`src/rtl/game_pkg.sv`:
```
// Shared types and constants for the game run-control logic.
package game_pkg;

    typedef enum logic [1:0] {
        IDLE   = 2'd0,
        RUN    = 2'd1,
        PAUSED = 2'd2,
        OVER   = 2'd3
    } game_state_t;

    localparam logic [1:0] LVL_SLOW = 2'd0;
    localparam logic [1:0] LVL_MID  = 2'd1;
    localparam logic [1:0] LVL_FAST = 2'd2;
    localparam logic [1:0] LVL_MAX  = 2'd2;

    // Speed level steps up by one and sticks at the fastest setting.
    function automatic logic [1:0] next_level(input logic [1:0] lvl);
        return (lvl >= LVL_MAX) ? LVL_MAX : lvl + 2'd1;
    endfunction

endpackage

```
`src/rtl/sync_edge_det.sv`:
```
// Multi-flop synchronizer for an asynchronous level, followed by a rising-edge detector.
module sync_edge_det #(
    parameter int SYNC_STAGES = 2
) (
    input  logic clk,
    input  logic rst_n,
    input  logic d_async,
    output logic rise
);

    logic [SYNC_STAGES-1:0] sync;
    logic                   s_prev;

    // NOTE: state flops use non-blocking assignments so every stage samples the pre-edge value.
    always_ff @(posedge clk or negedge rst_n) begin
        if (!rst_n) begin
            sync   <= '0;
            s_prev <= 1'b0;
        end else begin
            sync   <= {sync[SYNC_STAGES-2:0], d_async};
            s_prev <= sync[SYNC_STAGES-1];
        end
    end

    assign rise = sync[SYNC_STAGES-1] & ~s_prev;

endmodule

```
`src/rtl/game_tick_sel.sv`:
```
// Turns the three divided game clocks into a single gated tick enable and runs the
// idle/run/paused/over control with automatic level-up.
module game_tick_sel
    import game_pkg::*;
#(
    parameter int SYNC_STAGES    = 2,
    parameter int LEVEL_UP_TICKS = 64,
    parameter int CNT_W          = 16
) (
    input  logic             clk,
    input  logic             rst_n,
    input  logic             div_clk_slow,
    input  logic             div_clk_mid,
    input  logic             div_clk_fast,
    input  logic             start,
    input  logic             pause,
    input  logic             game_over,
    output logic             tick,
    output logic [1:0]       level,
    output logic [CNT_W-1:0] tick_count,
    output logic             running
);

    localparam int              LT_W    = $clog2(LEVEL_UP_TICKS) + 1;
    localparam logic [LT_W-1:0] LT_LAST = LT_W'(LEVEL_UP_TICKS - 1);
    localparam logic [CNT_W-1:0] CNT_MAX = '1;

    logic [2:0]      rise;
    logic            sel_e;
    logic            issue;
    logic            restart;
    logic [LT_W-1:0] lvl_ticks;
    game_state_t     state;
    game_state_t     state_nxt;

    sync_edge_det #(.SYNC_STAGES(SYNC_STAGES)) u_sync_slow (
        .clk     (clk),
        .rst_n   (rst_n),
        .d_async (div_clk_slow),
        .rise    (rise[LVL_SLOW])
    );

    sync_edge_det #(.SYNC_STAGES(SYNC_STAGES)) u_sync_mid (
        .clk     (clk),
        .rst_n   (rst_n),
        .d_async (div_clk_mid),
        .rise    (rise[LVL_MID])
    );

    sync_edge_det #(.SYNC_STAGES(SYNC_STAGES)) u_sync_fast (
        .clk     (clk),
        .rst_n   (rst_n),
        .d_async (div_clk_fast),
        .rise    (rise[LVL_FAST])
    );

    // NOTE: every signal assigned here gets a default first, so no latch can be inferred.
    always_comb begin
        sel_e = 1'b0;
        case (level)
            LVL_SLOW: sel_e = rise[LVL_SLOW];
            LVL_MID:  sel_e = rise[LVL_MID];
            LVL_FAST: sel_e = rise[LVL_FAST];
            default:  sel_e = 1'b0;
        endcase
    end

    // game_over wins over pause; start only matters when no game is in progress.
    always_comb begin
        state_nxt = state;
        case (state)
            IDLE:    if (start) state_nxt = RUN;
            RUN:     if (game_over) state_nxt = OVER;
                     else if (pause) state_nxt = PAUSED;
            PAUSED:  if (game_over) state_nxt = OVER;
                     else if (pause) state_nxt = RUN;
            OVER:    if (start) state_nxt = RUN;
            default: state_nxt = IDLE;
        endcase
    end

    assign restart = start && ((state == IDLE) || (state == OVER));
    assign issue   = (state == RUN) && sel_e;
    assign running = (state == RUN);

    always_ff @(posedge clk or negedge rst_n) begin
        if (!rst_n) begin
            state <= IDLE;
        end else begin
            state <= state_nxt;
        end
    end

    // restart and issue are mutually exclusive: one needs IDLE/OVER, the other RUN.
    always_ff @(posedge clk or negedge rst_n) begin
        if (!rst_n) begin
            tick       <= 1'b0;
            level      <= LVL_SLOW;
            tick_count <= '0;
            lvl_ticks  <= '0;
        end else begin
            tick <= issue;
            if (restart) begin
                level      <= LVL_SLOW;
                tick_count <= '0;
                lvl_ticks  <= '0;
            end else if (issue) begin
                if (tick_count != CNT_MAX) begin
                    tick_count <= tick_count + 1'b1;
                end
                if (lvl_ticks == LT_LAST) begin
                    lvl_ticks <= '0;
                    level     <= next_level(level);
                end else begin
                    lvl_ticks <= lvl_ticks + 1'b1;
                end
            end
        end
    end

endmodule

```
`config.mk`:
```
export PLATFORM = sky130hd
export DESIGN_NAME = game_tick_sel
export DESIGN_NICKNAME = d
export VERILOG_FILES = /design/src/rtl/game_pkg.sv /design/src/rtl/sync_edge_det.sv /design/src/rtl/game_tick_sel.sv
export SDC_FILE = /design/constraint.sdc
export NUM_CORES = 1
export LEC_CHECK = 0
export BUFFER_PORTS_ARGS = -buffer_cell sky130_fd_sc_hd__buf_2
export CAP_MARGIN = 20
export CORE_UTILIZATION = 50
export DETAILED_ROUTE_END_ITERATION = 10
export GPL_TIMING_DRIVEN = 1
export HOLD_SLACK_MARGIN = 0.12
export PLACE_DENSITY = 0.76
export REMOVE_ABC_BUFFERS = 1
export SYNTH_ARGS = -nofsm -noshare
export SYNTH_HDL_FRONTEND = slang
export SYNTH_SLANG_ARGS = --single-unit
export TNS_END_PERCENT = 50
```
`constraint.sdc`:
```
create_clock -name clk -period 2.4 [get_ports clk]
set_input_delay 0.12 -clock clk [delete_from_list [all_inputs] [get_ports clk]]
set_output_delay 0.12 -clock clk [all_outputs]
set_load 0.05 [all_outputs]
```
==> summary.txt <==
Status - complete, no violations
Comb power frac - 40.7%
Flop-to-flop setup slack - 0.50 ns
Worst slew pin tran - 0.803 ns
Layout Cells excl Fill - 256
CTS Root Cell - clkbuf_8
CTS Buffer Depth - 2
Clock network fraction of total power - 21.3%
Initial Util - 54.1%
Sw Ratio - 43.4%
Register area share after synthesis - 49.7%
Setup Skew - 0.00711 ns
First-pass DRT Iterations - 4
Synth cell types - 46
Pwr dens - 943 nW/um^2
Worst-path clk slew - 0.07 ns
Hold endpoint - state[0]$_DFFE_PN0P_
Worst R2R Path Depth - 6
Synth Warn # - 0
Post-synth EDFFs - 0
Max_cap viols - 0
Final hold violation count - 0
Grt total ovfl - 0
Final count of negative-setup-slack endpoints - 0
FP Rows - 21
Dominant synthesized flop cell - dfrtp_1
Placed cells - 245
Die height - 63.0 um
Synth Area in Compound Gates - 12.6%
Number of port buffers - 27
Largest cells by area after synthesis - dfrtp_1 (50%), xnor2_1 (3.8%), nand3_1 (3.5%)
Critical Path AT - 2.14 ns
Post-CTS Setup Inserts - 0
Core Area - 3440 sq um
Post-synthesis mux area share - 2.22%
Die area - 3970 sq um
Post-place instance area - 2050 sq um
CP Launch Type - register
Vias per cell - 5.84
Fin nets - 223
Cts repair resizes - 0
Tot GR Track Use - 22.3%
Asr flop ratio synth - 100%
Area Growth Syn to Fin - 16.7%
Clock Sinks - 37
Required time worst endpoint - 2.63 ns
Final hold slack - 0.135 ns
Synth Area in Adders - 3.36%
Synth Register Bits - 37
Worst hold path type - primary input to register
DPL Wire Length - 2830 um
Synth Area in XOR/XNOR - 5.17%
Mapped Cells - 174
TritonCTS Buffers - 5
Post-route DRC - 0
First-pass GRT wire length - 6830 um
Seq pwr share - 38.0%
Tmin final - 1.90 ns
Critical path endpoint category - register
Worst vdd ir - 0.000557 V
Initial antenna violation count - 0
GPL Wtd Cong - 0.849
Vias - 1,496
Unrepaired setup endpoints after global routing - no
Crit path kind - register to register
Number of diodes - 0
Hold path cells - 3
Layout cells sized above 1 - 24.3%
Maximum clock frequency - 525 MHz
Slew margin rel. - 46.5%
Mapped Area - 1860 sq um
Most frequent cell after synthesis - dfrtp_1
NetSw - 0.000889 W
Tcrit/Tclk final - 79.4%
Pint - 0.00116 W
Largest family of logic cells by synthesized area - simple AND/OR/NAND/NOR gates
Routed WL - 3920 um
Yosys top cell by area - dfrtp_1
Post-route setup TNS - 0 ns
Fin area - 2170 sq um
Largest net degree at the start of global routing - 38
Initial DRC count - 133
H-Tree Depth - 2
Worst-skew pair later-pin latency - 0.29 ns
Leak pwr - 0.998 nW
Pins Over Slew Limit - 0
CTS tree - built
Post-route ant nets - 0
Commonest cells in the synthesized netlist - dfrtp_1 (37), nand2_1 (14), nand3_1 (13)
Worst r2r src - state[0]$_DFFE_PN0P_
Hold Path Origin - game_over
Simple-gate share of the synthesized area - 24.0%
Largest fanout on the critical path - 9
R2r endpoint - lvl_ticks[0]$_DFFE_PN0P_
Synthesized area per cell - 10.7 sq um
Vias in the first global route - 1,547
Routed WL per cell - 15.3 um
Top cell type's share of synthesized area - 49.7%
Die width - 63.0 um
I/O Pins - 28
worst max-delay path, cell delays in order, from the launching register on:
cell and delay, ns:
dfrtp_1 0.37, inv_1 0.06, ha_1 0.33, and2_1 0.25, or2_2 0.37, nor2_1 0.25
mux2_2 0.21
per-stage QoR:
step                      worst slack, ns  utilization, %  power, W
after CTS                           0.490            63.1   0.00206
after floorplan                     0.411               -   0.00140
after detailed placement            0.507            59.5   0.00162
after global placement              0.552            59.5   0.00158
final                               0.495            63.1   0.00205
after global routing                0.354            63.1   0.00218
cells in the final DEF (no fill, tap or decap), drive strengths merged:
| cell | synthesis | routed |
|---|---|---|
| dlygate4sd3 | 0 | 4 |
| nand2b | 2 | 2 |
| and3 | 2 | 2 |
| ha | 5 | 5 |
| nor3 | 8 | 8 |
| xnor2 | 8 | 8 |
| nand3 | 13 | 13 |
| clkbuf | 3 | 7 |
| nor2b | 1 | 1 |
| nor4 | 4 | 4 |
| a41oi | 1 | 1 |
| inv | 7 | 7 |
| o22ai | 2 | 2 |
| nand4 | 5 | 5 |
| nand2 | 14 | 14 |
| clkinv | 1 | 1 |
| dfrtp | 37 | 37 |
| nor4b | 3 | 3 |
| a211oi | 1 | 1 |
| o311a | 1 | 1 |
| a32o | 1 | 1 |
| a22o | 3 | 3 |
| a22oi | 1 | 1 |
| a21oi | 3 | 3 |
| a21o | 1 | 1 |
| and2 | 4 | 4 |
| or2 | 1 | 1 |
| o21a | 1 | 1 |
| mux2 | 1 | 1 |
| a21boi | 1 | 1 |
| a31oi | 1 | 1 |
| mux2i | 3 | 3 |
| nor3b | 1 | 1 |
| nor2 | 11 | 11 |
| o21ai | 17 | 17 |
| buf | 1 | 29 |
| xor2 | 3 | 3 |
| and4 | 2 | 2 |
area by class of cell:
cell class | instances | area, sq um
inverters | 8 | 31.3
repair buffers | 33 | 190
clock buffers | 7 | 86.3
fillers | 281 | 1270
well taps | 46 | 57.6
multi-input cells | 125 | 882
flip-flops and latches | 37 | 926
repair_timing:
item,in CTS,in global routing
hold buffers,4,0
endpoints found under the hold margin,40,0
endpoints found under the setup margin,0,0
metal layers:
layer / global-route usage, % / up-vias / part of all wire [%]
li1: - / 699 / -
met1: 25.9 / 719 / 41
met5: 0 / - / 0
met4: 11.0 / 0 / 2.4
met3: 7.12 / 13 / 7.9
met2: 36.8 / 65 / 48
kinds of logic after synthesis:
| family | count (synthesis) |
|---|---|
| AOI/OAI and AO/OA | 34 |
| xor gates and xnor gates | 11 |
| adders and majority gates | 5 |
| buffers and inverters | 12 |
| DFF | 37 |
| muxes | 4 |
| and+or+nand+nor | 71 |
worst max-delay path by stage:
stage                                         start                        end  slack, ns  cells past startpoint
after floorplan           tick_count[2]$_DFFE_PN0P_  tick_count[0]$_DFFE_PN0P_       0.41                      5
after global placement         state[0]$_DFFE_PN0P_   lvl_ticks[0]$_DFFE_PN0P_       0.55                      6
after detailed placement       state[0]$_DFFE_PN0P_   lvl_ticks[0]$_DFFE_PN0P_       0.51                      6
after CTS                      state[0]$_DFFE_PN0P_   lvl_ticks[0]$_DFFE_PN0P_       0.49                      6
after global routing           state[0]$_DFFE_PN0P_   lvl_ticks[0]$_DFFE_PN0P_       0.35                      6
final                          state[0]$_DFFE_PN0P_   lvl_ticks[0]$_DFFE_PN0P_       0.50                      6
sequential cells by signal (all words and copies together), names as in the netlist, 2 cells and up:
name,count
level,2
lvl_ticks,7
state,2
tick_count,16
u_sync_fast.sync,2
u_sync_mid.sync,2
u_sync_slow.sync,2
power by group through the flow:
stage	Combinational (W)	Clock [W]	Sequential [W]
after CTS	0.000834	0.000446	0.000779
after floorplan	0.000520	0	0.000876
after global routing	0.000913	0.000481	0.000790
after global placement	0.000799	0	0.000783
final	0.000834	0.000436	0.000780
after detailed placement	0.000831	0	0.000790
No activity file was read; power rests on OpenSTA's default activity.
